**src/rtl/regfile_writeback_queue_if.sv**
```systemverilog
// Writeback bus between the ALU/load producers, the writeback queue and the
// register file write port.
//   master : producer/register-file side (drives requests and read addresses)
//   slave  : writeback queue side (drives readies, write port, count, hazards)
// Parameters: DEPTH (queue entries), AW (register address width), DW (data width).
interface regfile_writeback_queue_if #(
    parameter int unsigned DEPTH = 4,
    parameter int unsigned AW    = 5,
    parameter int unsigned DW    = 32
);
    localparam int unsigned CW = $clog2(DEPTH) + 1;

    logic          ALU_VALID;
    logic          ALU_READY;
    logic [AW-1:0] ALU_ADDR;
    logic [DW-1:0] ALU_DATA;
    logic          MEM_VALID;
    logic          MEM_READY;
    logic [AW-1:0] MEM_ADDR;
    logic [DW-1:0] MEM_DATA;
    logic [AW-1:0] A3;
    logic [DW-1:0] WD3;
    logic          WE3;
    logic [CW-1:0] COUNT;
    logic [AW-1:0] RA1;
    logic [AW-1:0] RA2;
    logic          HAZ1;
    logic          HAZ2;

    modport master (
        output ALU_VALID, ALU_ADDR, ALU_DATA,
        output MEM_VALID, MEM_ADDR, MEM_DATA,
        output RA1, RA2,
        input  ALU_READY, MEM_READY,
        input  A3, WD3, WE3, COUNT, HAZ1, HAZ2
    );

    modport slave (
        input  ALU_VALID, ALU_ADDR, ALU_DATA,
        input  MEM_VALID, MEM_ADDR, MEM_DATA,
        input  RA1, RA2,
        output ALU_READY, MEM_READY,
        output A3, WD3, WE3, COUNT, HAZ1, HAZ2
    );
endinterface

```
**src/rtl/regfile_writeback_queue.sv**
```systemverilog
// In-order writeback queue feeding the register file's single write port.
// Two producers (ALU result, memory load) enqueue through valid/ready; one
// entry drains per cycle onto A3/WD3/WE3.
// Ports:
//   CLK   : clock, all state on posedge
//   RESET : synchronous active-high reset, flushes the queue
//   bus   : regfile_writeback_queue_if.slave (producer handshakes, write port,
//           COUNT, RA1/RA2 hazard inputs and HAZ1/HAZ2 outputs)
// Optional feature: define WB_HAZARD_EN to enable the pending-write hazard
// comparators; otherwise HAZ1/HAZ2 are tied low.
module regfile_writeback_queue #(
    parameter int unsigned DEPTH = 4,
    parameter int unsigned AW    = 5,
    parameter int unsigned DW    = 32
) (
    input  logic                     CLK,
    input  logic                     RESET,
    regfile_writeback_queue_if.slave bus
);
    localparam int unsigned PW = $clog2(DEPTH);
    localparam int unsigned CW = $clog2(DEPTH) + 1;

    logic [AW-1:0] addr_q [DEPTH];
    logic [DW-1:0] data_q [DEPTH];
    logic [PW-1:0] rd_ptr;
    logic [PW-1:0] wr_ptr;
    logic [CW-1:0] count;
    logic [CW-1:0] free;
    logic [PW-1:0] mem_slot;
    logic          occupied;
    logic          pop;
    logic          alu_ready;
    logic          mem_ready;
    logic          alu_acc;
    logic          mem_acc;

    assign occupied = (count != '0);
    assign pop      = occupied && !RESET;

    // The head drained this cycle frees its slot for a same-cycle enqueue.
    assign free = CW'(DEPTH) - count + CW'(occupied);

    // Arbitration: MEM wins the last free slot.
    always_comb begin
        alu_ready = 1'b0;
        mem_ready = 1'b0;
        if (!RESET) begin
            if (free >= CW'(2)) begin
                alu_ready = 1'b1;
                mem_ready = 1'b1;
            end else if (free == CW'(1)) begin
                mem_ready = 1'b1;
                alu_ready = !bus.MEM_VALID;
            end
        end
    end

    assign alu_acc  = bus.ALU_VALID && alu_ready;
    assign mem_acc  = bus.MEM_VALID && mem_ready;
    // ALU goes first when both are accepted, so MEM lands one slot later.
    assign mem_slot = wr_ptr + PW'(alu_acc);

    // Entry storage; no reset needed since occupancy gates every read.
    always_ff @(posedge CLK) begin
        if (alu_acc) begin
            addr_q[wr_ptr] <= bus.ALU_ADDR;
            data_q[wr_ptr] <= bus.ALU_DATA;
        end
        if (mem_acc) begin
            addr_q[mem_slot] <= bus.MEM_ADDR;
            data_q[mem_slot] <= bus.MEM_DATA;
        end
    end

    // Pointers and occupancy.
    always_ff @(posedge CLK) begin
        if (RESET) begin
            rd_ptr <= '0;
            wr_ptr <= '0;
            count  <= '0;
        end else begin
            rd_ptr <= rd_ptr + PW'(pop);
            wr_ptr <= wr_ptr + PW'(alu_acc) + PW'(mem_acc);
            count  <= count + CW'(alu_acc) + CW'(mem_acc) - CW'(pop);
        end
    end

    // Register file write port, straight from the head entry.
    always_comb begin
        bus.WE3 = pop;
        bus.A3  = '0;
        bus.WD3 = '0;
        if (occupied) begin
            bus.A3  = addr_q[rd_ptr];
            bus.WD3 = data_q[rd_ptr];
        end
    end

    assign bus.ALU_READY = alu_ready;
    assign bus.MEM_READY = mem_ready;
    assign bus.COUNT     = count;

`ifdef WB_HAZARD_EN
    // Match read addresses against every occupied entry, head included.
    always_comb begin
        bus.HAZ1 = 1'b0;
        bus.HAZ2 = 1'b0;
        for (int unsigned i = 0; i < DEPTH; i++) begin
            if (!RESET && (CW'(i) < count)) begin
                if (addr_q[rd_ptr + PW'(i)] == bus.RA1) begin
                    bus.HAZ1 = 1'b1;
                end
                if (addr_q[rd_ptr + PW'(i)] == bus.RA2) begin
                    bus.HAZ2 = 1'b1;
                end
            end
        end
    end
`else
    logic unused_ra;

    assign bus.HAZ1  = 1'b0;
    assign bus.HAZ2  = 1'b0;
    assign unused_ra = ^{bus.RA1, bus.RA2};
`endif

endmodule

```
**src/flat_wrapper.sv**
```systemverilog
// flat-port wrapper written by rule: the top's interface ports become plain ports
module regfile_writeback_queue_flat 
#(
    parameter int unsigned DEPTH = 4,
    parameter int unsigned AW    = 5,
    parameter int unsigned DW    = 32
)
  (CLK, RESET, bus_ALU_VALID, bus_ALU_ADDR, bus_ALU_DATA, bus_MEM_VALID, bus_MEM_ADDR, bus_MEM_DATA, bus_RA1, bus_RA2, bus_ALU_READY, bus_MEM_READY, bus_A3, bus_WD3, bus_WE3, bus_COUNT, bus_HAZ1, bus_HAZ2);
  regfile_writeback_queue_if #(.DEPTH(DEPTH), .AW(AW), .DW(DW)) bus_i ();
  input  logic CLK;
  input  logic RESET;
  input wire logic [$bits(bus_i.ALU_VALID)-1:0] bus_ALU_VALID;
  input wire logic [$bits(bus_i.ALU_ADDR)-1:0] bus_ALU_ADDR;
  input wire logic [$bits(bus_i.ALU_DATA)-1:0] bus_ALU_DATA;
  input wire logic [$bits(bus_i.MEM_VALID)-1:0] bus_MEM_VALID;
  input wire logic [$bits(bus_i.MEM_ADDR)-1:0] bus_MEM_ADDR;
  input wire logic [$bits(bus_i.MEM_DATA)-1:0] bus_MEM_DATA;
  input wire logic [$bits(bus_i.RA1)-1:0] bus_RA1;
  input wire logic [$bits(bus_i.RA2)-1:0] bus_RA2;
  output wire logic [$bits(bus_i.ALU_READY)-1:0] bus_ALU_READY;
  output wire logic [$bits(bus_i.MEM_READY)-1:0] bus_MEM_READY;
  output wire logic [$bits(bus_i.A3)-1:0] bus_A3;
  output wire logic [$bits(bus_i.WD3)-1:0] bus_WD3;
  output wire logic [$bits(bus_i.WE3)-1:0] bus_WE3;
  output wire logic [$bits(bus_i.COUNT)-1:0] bus_COUNT;
  output wire logic [$bits(bus_i.HAZ1)-1:0] bus_HAZ1;
  output wire logic [$bits(bus_i.HAZ2)-1:0] bus_HAZ2;
  assign bus_i.ALU_VALID = bus_ALU_VALID;
  assign bus_i.ALU_ADDR = bus_ALU_ADDR;
  assign bus_i.ALU_DATA = bus_ALU_DATA;
  assign bus_i.MEM_VALID = bus_MEM_VALID;
  assign bus_i.MEM_ADDR = bus_MEM_ADDR;
  assign bus_i.MEM_DATA = bus_MEM_DATA;
  assign bus_i.RA1 = bus_RA1;
  assign bus_i.RA2 = bus_RA2;
  assign bus_ALU_READY = bus_i.ALU_READY;
  assign bus_MEM_READY = bus_i.MEM_READY;
  assign bus_A3 = bus_i.A3;
  assign bus_WD3 = bus_i.WD3;
  assign bus_WE3 = bus_i.WE3;
  assign bus_COUNT = bus_i.COUNT;
  assign bus_HAZ1 = bus_i.HAZ1;
  assign bus_HAZ2 = bus_i.HAZ2;
  regfile_writeback_queue #(.DEPTH(DEPTH), .AW(AW), .DW(DW)) u_core (.CLK(CLK), .RESET(RESET), .bus(bus_i));
endmodule
```
**config.mk**
```make
export PLATFORM = sky130hd
export DESIGN_NAME = regfile_writeback_queue_flat
export DESIGN_NICKNAME = d
export VERILOG_FILES = /design/src/rtl/regfile_writeback_queue_if.sv /design/src/rtl/regfile_writeback_queue.sv /design/src/flat_wrapper.sv
export SDC_FILE = /design/constraint.sdc
export NUM_CORES = 1
export LEC_CHECK = 0
export CORE_MARGIN = 1
export CORE_UTILIZATION = 55
export DETAILED_ROUTE_END_ITERATION = 6
export GPL_TIMING_DRIVEN = 0
export PLACE_DENSITY = 0.82
export REMOVE_ABC_BUFFERS = 1
export SYNTH_ARGS = -nofsm -noshare
export SYNTH_HDL_FRONTEND = slang
export SYNTH_SLANG_ARGS = --single-unit
```
**constraint.sdc**
```tcl
create_clock -name CLK -period 9.8 [get_ports CLK]
set_clock_uncertainty 0.1 [all_clocks]
set_input_delay 2.45 -clock CLK [delete_from_list [all_inputs] [get_ports CLK]]
set_output_delay 2.45 -clock CLK [all_outputs]
set_load 0.02 [all_outputs]
```
==> results by group <==
Outcome
  – Status: finished, final reports clean

Setup path
  – Crit path max-delay family: buffers and inverters
  – WP data arrival: 4190 ps
  – CP Cell Sequence: clkdlybuf4s50_1, a21oi_1, a21boi_0, clkdlybuf4s50_1
  – Setup Crit Path Kind: primary input to output pin
  – Startpoint Class: primary input
  – CP max-delay cell: clkdlybuf4s50_1
  – CP Capture Type: output pin
  – Worst Path Required: 7250 ps
  – Critical path peak fanout: 11
  – Critical Path Most Common Cell: clkdlybuf4s50_1
  – Slowest cell delay on critical path: 650 ps
  – Setup slack, reg-to-reg: 4680 ps
  – Buf+Inv Stages, Crit Path: 2

Synthesis
  – Cell taking the most area after synthesis: edfxtp_1
  – Number of flops mapped to enable cells by yosys: 148
  – Synthesized-area fraction occupied by adder cells: 1.457%
  – Syn Inst Count: 460
  – Post-Synth Simple-Gate Area: 4.070%
  – Cell Area, Synth: 7901 µm²
  – Async set-reset flop share out of synthesis: 0%
  – Compound-gate portion of the synthesized area: 1.045%
  – Post-synthesis mux area share: 31.64%
  – Synthesis Warnings: 0
  – Syn_area_per_cell: 17.18 µm²
  – Share of the synthesized area in the top cell type: 56.25%
  – Distinct cell type count after synthesis: 31
  – Largest cells by area after synthesis: edfxtp_1 (56%), mux2_2 (12%), mux4_2 (11%)
  – Seq cells post-synth: 155
  – Largest family of logic cells by synthesized area: multiplexers
  – Sequential area share after synthesis: 58.02%
  – Prevailing post-synth register cell: edfxtp_1
  – XOR/XNOR Fraction of Synth Area: 0.6651%

Timing
  – Fin. max-slew vios: 0
  – Crit path time final: 6737 ps
  – Final hold violations: 0
  – RSZ-0062 raised after global routing: no
  – Final period util: 68.75%
  – Worst Tran Pin Value: 1187 ps
  – Maximum clock rate: 148.4 MHz
  – Final setup fails: 0
  – Relative slew slack: 20.86%

Clock tree
  – CTS resizes: 0
  – Clk sinks: 155
  – Buffers inserted by post-CTS timing repair: 0
  – Root buffer cell: clkbuf_16
  – CTS tree: done
  – Htree depth: 4
  – Clock transition at path regs: 60 ps
  – Hold_buf cts: 0
  – Total CTS buffers: 17
  – Clk buf depth: 2
  – Clock latency at the later pin of the worst-skew pair: 410 ps

Placed design
  – IO buf count: 120
  – Placed cell count: 745
  – Final HPWL DP: 10,790 µm
  – Placer Congestion: 0.7337

Route
  – Average wire per standard cell: 21.78 µm
  – Post-route ant nets: 0
  – DRC: 0
  – TritonRoute pass-1 iters: 4
  – Total length of routed wires: 16,930 µm
  – Vias per inst: 5.816
  – Vias: 4,519
  – Drt first-iter violations: 338

Layout
  – Layout net count: 680
  – Most common cell after layout, fill and taps aside: edfxtp_1
  – Fill count: 877
  – Most frequent cells in the layout: edfxtp_1 (148), clkdlybuf4s50_1 (120), mux2_2 (87)
  – N_diodes: 0
  – Finished Core Util: 71.81%
  – Post-route insts no fill: 777
  – Layout area overhead: 26.65%
  – Share of cells above drive strength 1: 30.15%

Global routing
  – GR peak layer: met2
  – Tot GR Track Use: 24.58%
  – Vias in the first global route: 4,914
  – Largest net degree at the start of global routing: 39
  – GR Overflow Total: 0
  – First-pass GRT wire length: 26,190 µm
  – Initial antenna violation count: 0
  – Met2 Use GR: 45.34%
  – Grt met3 use: 5.478%
  – GRT met1 Usage: 27.32%

Power and ir drop
  – Worst VDD drop: 0.1441 mV
  – Power per cell area: 272.7 nW/µm²
  – Leakage: 0.003341 µW

Floorplanning
  – DIE WIDTH: 121.9 µm
  – Core area: 13,930 µm²
  – # IOs: 133
  – # rows: 43
  – Die Y: 121.9 µm
  – DIE AREA: 14,850 µm²
  – Initial Util: 56.70%

Worst hold path
  – Hold Path Class: flip-flop to flip-flop

Flow run
  – Max-Cap Viols: 0
==> logic make-up after synthesis <==
logic type / count (synthesis)
xor gates and xnor gates: 6
DFF: 155
adders and majority gates: 8
other: 1
muxes: 185
buffers and inverters: 41
and+or+nand+nor: 55
AOI/OAI and AO/OA: 9
==> worst paths after layout <==
kind / cells past startpoint / from / to
worst max-delay path: 4 / RESET / bus_ALU_READY
worst min-delay path: 2 / u_core.bus.COUNT[1]$_SDFF_PP0_ / u_core.bus.COUNT[2]$_SDFF_PP0_
worst max register to register: 11 / u_core.bus.COUNT[1]$_SDFF_PP0_ / u_core.data_q[3][23]$_DFFE_PP_
worst min register to register: 2 / u_core.bus.COUNT[1]$_SDFF_PP0_ / u_core.bus.COUNT[2]$_SDFF_PP0_
==> power by group <==
| group | switching [µW] | leakage [µW] | internal, µW | total, µW |
|---|---|---|---|---|
| clock network | 247 | 0.000279 | 382 | 629 |
| registers | 84.9 | 0.00141 | 916 | 1000 |
| logic | 528 | 0.00165 | 571 | 1100 |
| total | 860 | 0.00334 | 1870 | 2730 |
==> final cells by class <==
class	count	area, µm²	area share (%)
Clock inverter	7	65.06	0.6502
Tap cell	180	225.2	2.251
Multi-Input combinational cell	265	3115	31.13
Timing Repair Buffer	135	1469	14.68
Sequential cell	155	4589	45.86
Clock buffer	25	505.5	5.051
Inverter	10	37.54	0.3751
==> flip-flops by register name, summed over array words and instances, names as in the netlist <==
name              count
u_core.addr_q        20
u_core.bus.COUNT      3
u_core.data_q       128
u_core.rd_ptr         2
u_core.wr_ptr         2
==> per-stage QoR <==
stage                     hold WS [ps]  setup TNS, ps  cell area (µm²)  power [µW]  setup slack (ps)
after CTS                        511.3              0            10010        2759              3055
final                            518.5              0            10010        2729              3063
after global placement           473.0        -263570             9128        2059             -3913
after global routing             548.2              0            10010        2855              2944
after floorplan                  540.6              0             7701        1640              2126
after detailed placement         501.3              0             9437        2123              3040
==> worst reg2reg max path, delay by kind of cell, from the launching register on <==
kind / cells / cell delay [ps]
buffers and inverters: 2 / 170
and+or+nand+nor: 2 / 1320
adders and majority gates: 3 / 770
xor gates and xnor gates: 1 / 350
AOI/OAI and AO/OA: 3 / 1660
DFF: 1 / 360
==> Yosys cell counts, drive strengths merged, types with 2 or more instances <==
cell and number:
edfxtp 148, mux2 148, nor2 7, clkbuf 9
dfxtp 7, mux4 37, and3 2, nor2b 40
xnor2 5, a21oi 2, ha 6, fa 2
nand2 2, buf 22, inv 10
==> per-layer routing <==
| metal | wire length, µm | share of wire, % |
|---|---|---|
| met3 | 801 | 4.7 |
| met5 | 0 | 0 |
| met2 | 9476 | 56 |
| met4 | 335 | 2.0 |
| met1 | 6312 | 37 |
Note: power is estimated with default switching activity, not from simulation.
